[src/rtl/rr_chan_sequencer.sv]
// Round-robin channel sequencer placed in front of the receiver data MUX.
// It collects per-channel burst-ready strobes and grants one channel at a
// time. For each burst it steps the MUX select and word index, captures every
// MUX word and hands it downstream over a valid/ready handshake. It pulses
// ack for the channel once the whole burst has been delivered.
module rr_chan_sequencer #(
  parameter int SEL   = 4,
  parameter int WIDTH = 24,
  parameter int WORDS = 2
) (
  input  logic                       clk,
  input  logic                       rst_n,
  input  logic [SEL-1:0]             req,
  output logic [$clog2(SEL)-1:0]     sel,
  output logic [$clog2(WORDS):0]     word_idx,
  input  logic [WIDTH-1:0]           mux_out,
  output logic [WIDTH-1:0]           out_data,
  output logic                       out_valid,
  input  logic                       out_ready,
  output logic [SEL-1:0]             ack,
  output logic [SEL-1:0]             overrun,
  output logic                       busy
);

  localparam int SEL_W = $clog2(SEL);
  localparam int IDX_W = $clog2(WORDS) + 1;

  localparam logic [1:0] ST_IDLE  = 2'd0;
  localparam logic [1:0] ST_SETUP = 2'd1;
  localparam logic [1:0] ST_XFER  = 2'd2;

  logic [1:0]       state;
  logic [SEL-1:0]   pending;
  logic [SEL_W-1:0] ptr;

  logic [SEL_W-1:0] grant_idx;
  logic             grant_found;
  logic             handshake;
  logic             last_word;
  logic [SEL-1:0]   clear_vec;

  assign handshake = (state == ST_XFER) && out_valid && out_ready;
  assign last_word = (word_idx == IDX_W'(WORDS - 1));
  // The granted channel's pending bit drops on the same edge that raises its ack.
  assign clear_vec = (handshake && last_word) ? (SEL'(1) << sel) : '0;
  assign busy      = (state != ST_IDLE);

  // Search upward from ptr (wrapping) for the first pending channel.
  always_comb begin
    logic [SEL_W-1:0] cand;
    // NOTE: every variable gets a value before any conditional logic, so no latch is inferred.
    grant_found = 1'b0;
    grant_idx   = '0;
    cand        = '0;
    for (int i = 0; i < SEL; i++) begin
      cand = SEL_W'((int'(ptr) + i) % SEL);
      if (!grant_found && pending[cand]) begin
        grant_found = 1'b1;
        grant_idx   = cand;
      end
    end
  end

  // Track pending bursts and flag a sticky overrun on a strobe for a channel that is still waiting.
  always_ff @(posedge clk or negedge rst_n) begin
    if (!rst_n) begin
      pending <= '0;
      overrun <= '0;
    end else begin
      // NOTE: registered state uses non-blocking assignments so that every flop samples pre-edge values.
      // A fresh req wins over the clear, so a strobe in the completing cycle starts a new burst.
      pending <= (pending & ~clear_vec) | req;
      overrun <= overrun | (req & pending & ~clear_vec);
    end
  end

  // Sequence IDLE -> SETUP -> XFER, capturing one MUX word for each SETUP.
  always_ff @(posedge clk or negedge rst_n) begin
    if (!rst_n) begin
      state     <= ST_IDLE;
      sel       <= '0;
      word_idx  <= '0;
      out_data  <= '0;
      out_valid <= 1'b0;
      ack       <= '0;
      ptr       <= '0;
    end else begin
      ack <= '0;
      case (state)
        ST_IDLE: begin
          if (grant_found) begin
            sel      <= grant_idx;
            word_idx <= '0;
            state    <= ST_SETUP;
          end
        end
        ST_SETUP: begin
          // sel/word_idx have been stable for a full cycle, so the MUX output has settled.
          out_data  <= mux_out;
          out_valid <= 1'b1;
          state     <= ST_XFER;
        end
        ST_XFER: begin
          if (handshake) begin
            out_valid <= 1'b0;
            if (!last_word) begin
              word_idx <= word_idx + IDX_W'(1);
              state    <= ST_SETUP;
            end else begin
              ack   <= SEL'(1) << sel;
              ptr   <= (sel == SEL_W'(SEL - 1)) ? '0 : sel + SEL_W'(1);
              state <= ST_IDLE;
            end
          end
        end
        default: state <= ST_IDLE;
      endcase
    end
  end

endmodule

[config.mk]
export PLATFORM = sky130hd
export DESIGN_NAME = rr_chan_sequencer
export DESIGN_NICKNAME = d
export VERILOG_FILES = /design/src/rtl/rr_chan_sequencer.sv
export SDC_FILE = /design/constraint.sdc
export NUM_CORES = 1
export LEC_CHECK = 0
export CAP_MARGIN = 10
export CORE_ASPECT_RATIO = 1.1
export CORE_UTILIZATION = 36
export CTS_CLUSTER_SIZE = 8
export DETAILED_ROUTE_END_ITERATION = 10
export PLACE_DENSITY = 0.67
export SLEW_MARGIN = 10
export SYNTH_ARGS = -nofsm -noshare
export SYNTH_HDL_FRONTEND = slang
export SYNTH_SLANG_ARGS = --single-unit
[constraint.sdc]
create_clock -name clk -period 2.55 [get_ports clk]
set_clock_uncertainty 0.2 [all_clocks]
set_input_delay 0.765 -clock clk [delete_from_list [all_inputs] [get_ports clk]]
set_output_delay 0.765 -clock clk [all_outputs]
set_load 0.05 [all_outputs]
# [Word level (Yosys, flattened, before mapping)]
# Cells that the tools add are included.
[classes] n_addsub=5 magnitude_cmp=4 eq_ne=7 n_shift=1 mux=31 bitwise=6 reduce_logical=18
[op_table] op="2-to-1 mux 2 bit" count=10
[op_table] op="2-to-1 mux 4 bit" count=4
[op_table] op="AND 4 bit" count=3
[op_table] op="< comparator 2 x 3 -> 1 bit, second input constant" count=4
[op_table] op="2-to-1 mux 1 bit" count=10
[op_table] op="binary-select mux 1 bit (select 2 bit)" count=4
[op_table] op="bitwise OR 4 bit" count=2
[op_table] op="adder 2 x 1 -> 2 bit, second input constant" count=3
[op_table] op="logical AND 1 bit" count=6
[op_table] op="inequality test 2 bit, second input constant" count=3
[op_table] op="one-hot mux 2 bit (3 select lines)" count=1
[op_table] op="AND reduction 2 bit" count=3
[op_table] op="nonzero test 2 bit" count=3
[op_table] op="adder 2 bit, second input constant" count=2
[op_table] op="equality test 2 x 1 -> 1 bit, second input constant" count=2
[op_table] op="equality test 2 bit, second input constant" count=2
[op_table] op="NOT 4 bit" count=1
[op_table] op="one-hot mux 2 bit (2 select lines)" count=1
[op_table] op="AND reduction 4 bit" count=1
[op_table] op="left shift 1 x 2 -> 4 bit, first input constant" count=1
[op_table] op="logical NOT 1 bit" count=3
[op_table] op="AND reduction 3 bit" count=1
[op_table] op="logical NOT 2 bit" count=1
[op_table] op="one-hot mux 1 bit (2 select lines)" count=1
[word_totals] reg_bits=45 in_bits=31 output_inout_bits=38 wordCells=81

# [Logic depth before layout (Yosys ltp)]
[logic_depth] ltp_word=14 ltp_mapped=6 depth_no_buf=6

# [Least setup slack after synthesis]
# Ideal clock, no wire load.
[synth_path] path_kind="flip-flop to flip-flop" start="register word_idx[0]" end="register ptr[1]" setup_time_ns=0.125 arrival_time_ns=1.668 t_required_ns=2.225 path_slack_ns=0.557 stages_incl_launch_ff=5 path_buffers=0 synth_period_minus_slack_ns=1.993 path_cell_list="dfrtp_1 -> ha_1 -> inv_1 -> nor3_4 -> mux2_2"
[synth_between] elab_chain_len=2
[synth_lines] item="start: declaration" line="15" rtl="output logic [$clog2(WORDS):0] word_idx,"
[synth_lines] item="start signal: assignment" line="107" rtl="word_idx <= word_idx + IDX_W'(1);"
[synth_lines] item="equality test 2 x 1 -> 1 bit" line="43" rtl="assign last_word = (word_idx == IDX_W'(WORDS - 1));"
[synth_lines] item="AND reduction 3 bit (no line)"
[synth_lines] item="end signal: assignment" line="111" rtl="ptr <= (sel == SEL_W'(SEL - 1)) ? '0 : sel + SEL_W'(1);"
[synth_lines] item="end: declaration" line="34" rtl="logic [SEL_W-1:0] ptr;"
# No other way between the ends.
# A chain may end at the register's enable or synchronous reset.

# [Worst setup path after layout]
[layout_path] start="register overrun[2]" end="output overrun[2]"
[layout_rtl] item="start: declaration" line="21" rtl="output logic [SEL-1:0] overrun,"
[layout_rtl] item="start signal: assignment" line="73" rtl="overrun <= overrun | (req & pending & ~clear_vec);"
# No word-level cell between the ends.

==> results.yml <==
status:
  outcome: "complete, but fails checks"
  violations: "DRC"
worst_setup_path:
  cp.depth: 1
  cp_top_family: "buffers and inverters"
  crit_chain: "clkdlybuf4s50_1"
  crit_buf_inv: 1
  end_kind: "output pin"
  crit_required_ns: 1.59
  critPathArrivalTime_ns: 1.46
  r2r-end: "overrun[2]"
  critPathLaunchType: "register"
  cpPeakStageDelay_ns: 0.81
  crit_end: "overrun[2]"
  worstSetupPathType: "reg -> out"
  regToRegStartpoint: "word_idx[1]"
  cp-startpoint: "overrun[2]"
  rr_worst_depth: 6
  path_max_fanout: 2
  cp_slowest_cell: "clkdlybuf4s50_1"
  worst-r2r-setup-slack_ns: 0.65
cts:
  root_buffer: "clkbuf_8"
  cts_resized: 0
  cts_max_level: 2
  clk_pin_slew_ns: 0.08
  clock_sinks: 45
  cts_tree: "yes"
  cts_made_buffers: 5
  cts_buffer_depth: 2
  clk_latency_ns: 0.29
  hold_buffers: 0
  post_cts_buffers: 0
yosys:
  synth_top_area_share_pct: 60.0
  syn-mean-instance-area_sq_um: 13.1
  synth-seq-area-share_pct: 60.0
  synth_ff_type: "dfrtp_1"
  yosysMostFrequentCell: "dfrtp_1"
  synth.largest_area_cell: "dfrtp_1"
  synth_area_leaders: "dfrtp_1, mux2_2, ha_1"
  yosysUniqueCellTypes: 28
  async_flop_share_pct: 100
  synth.cells.most_frequent: "dfrtp_1, mux2_2, inv_1"
  synth_cells: 143
  synth_edf_count: 0
  synthesis.area_sq_um: 1880
  synth_seq_cells: 45
  syn_nets: 179
  yosys_warnings: 0
route:
  ant_nets: 0
  drcViolationCount: 16
  vias: 1346
  drt_iter0_drc: 61
  drt_first_pass_iters: 9
  post_drt_wl_per_cell_um: 13.2
  avgViaCountPerCell: 4.86
  routed_wl_um: 3660
floorplan:
  die_area_sq_um: 5510
  start_util_pct: 37.6
  num_io_pins: 69
  die_y_um: 77.8
  coreArea_sq_um: 5000
  rows: 27
  chipWidth_um: 70.9
global_routing:
  grt_pass1_wl_um: 6270
  gr-total-overflow: 0
  grt_max_degree: 25
  grt_pass1_vias: 1415
  track_usage_pct: 14.4
  antenna_found_initial: 0
power:
  p_clk_share_pct: 12.2
  internal_power_mw: 1.99
  seq_power_share_pct: 31.6
  power_mw: 3.67
  swShare_pct: 45.8
  peakVddDrop_mv: 0.488
  p_comb_share_pct: 56.2
  cellLeakagePower_nw: 1.16
  switchingPower_mw: 1.68
  power_density_nw_per_um2: 1350
timing:
  hold_violations: 0
  fin_setup_tns_ns: 0
  holdWs_ns: 0.240
  worst_pin_slew_ns: 0.531
  fin_crit_sh_pct: 95.2
  slew_viol_final: 0
  maxSlewHeadroom_pct: 64.6
  period_needed_ns: 2.43
  fmax_mhz: 412
  rsz0062_at_grt: "no"
  finalSetupViolCount: 0
finish:
  fin_nets: 254
  drive_above_1_share_pct: 24.2
  diodes: 0
  area_growth_pct: 45.4
  instances_no_fill: 277
placed_design:
  dp_hpwl_um: 2730
  dp.cells: 269
  port-buffer-count: 68
  gp_congestion: 0.804
job:
  cap_violations: 0
worst_hold_path:
  min_path_type: "in -> async"
==> routing by layer <==
metal | up-vias | track usage, % | wire (um)
li1 | 647 | - | -
met1 | 638 | 16.8 | 1590
met2 | 57 | 25.4 | 1750
met3 | 4 | 5.19 | 285
met4 | 0 | 3.20 | 30
met5 | - | 0 | 0
==> power groups by stage <==
stage | combinational [mW] | sequential (mW) | clock [mW]
global route | 2.18 | 1.20 | 0.508
finish | 2.07 | 1.16 | 0.448
CTS | 2.09 | 1.16 | 0.471
floorplan | 0.624 | 1.96 | 0
global placement | 2.06 | 1.17 | 0
detailed placement | 2.08 | 1.18 | 0
==> per-stage QoR <==
stage | utilization, % | setup slack (ns) | cell area [sq um]
after floorplan | - | 0.557 | 1880
after global placement | 52.7 | 0.215 | 2630
after detailed placement | 52.7 | 0.187 | 2630
after CTS | 54.6 | 0.105 | 2730
after global routing | 54.6 | 0.0664 | 2730
final | 54.6 | 0.124 | 2730
==> cell type report <==
cell class              instances  area [sq um]
clock inverters                 2          13.8
fillers                       452          2270
well taps                      58          72.6
clock buffers                   6          82.6
inverters                      11          41.3
repair buffers                 71           696
multi-input cells              84           698
flip-flops and latches         45          1130
==> how the worst min path moves through the flow <==
stage               slack (ns)      endpoint  startpoint
finish                    0.24  out_data[17]       rst_n
global route              0.27  out_data[23]       rst_n
CTS                       0.26  out_data[11]       rst_n
detailed placement        0.26    overrun[3]  overrun[3]
global placement          0.26    overrun[0]  overrun[0]
floorplan                 0.27        ack[0]       rst_n
==> logic make-up (layout without fill, tap and decap cells) <==
family / Yosys count / after routing / synth area share, %
simple gates: 27 / 27 / 7.99
flops: 45 / 45 / 60.0
buf+inv: 14 / 90 / 3.00
compound gates: 26 / 26 / 10.2
mux: 26 / 26 / 15.5
fa+ha+maj: 5 / 5 / 3.33
==> registers in the layout (all words and copies together), names as in the netlist <==
| signal | cells |
|---|---|
| out_data | 24 |
| pending | 4 |
| word_idx | 2 |
| sel | 2 |
| out_valid | 1 |
| ack | 4 |
| overrun | 4 |
| ptr | 2 |
| state | 2 |
==> worst register-to-register path: stages, from the launching register on <==
cell and delay (ns):
dfrtp_1 0.42, inv_1 0.07, ha_1 0.21, inv_1 0.13
nor3_4 0.34, nand2_1 0.15, a31o_2 0.26
==> cell usage in the layout, fill, tap and decap left out, drive strengths merged <==
master / instances
clkdlybuf4s50: 61
dfrtp: 45
a31o: 4
buf: 10
o2bb2ai: 1
clkinv: 2
a21o: 5
nand2: 9
nor4b: 1
or4: 1
nor2b: 4
o221ai: 1
inv: 11
and2: 1
nor2: 6
clkbuf: 6
mux2i: 1
o21a: 1
a21oi: 5
nor3: 2
nor4: 1
o21ai: 6
mux2: 25
ha: 5
o2111ai: 1
nand2b: 1
or3: 1
a31oi: 2
(Power assumes the default switching activity.)
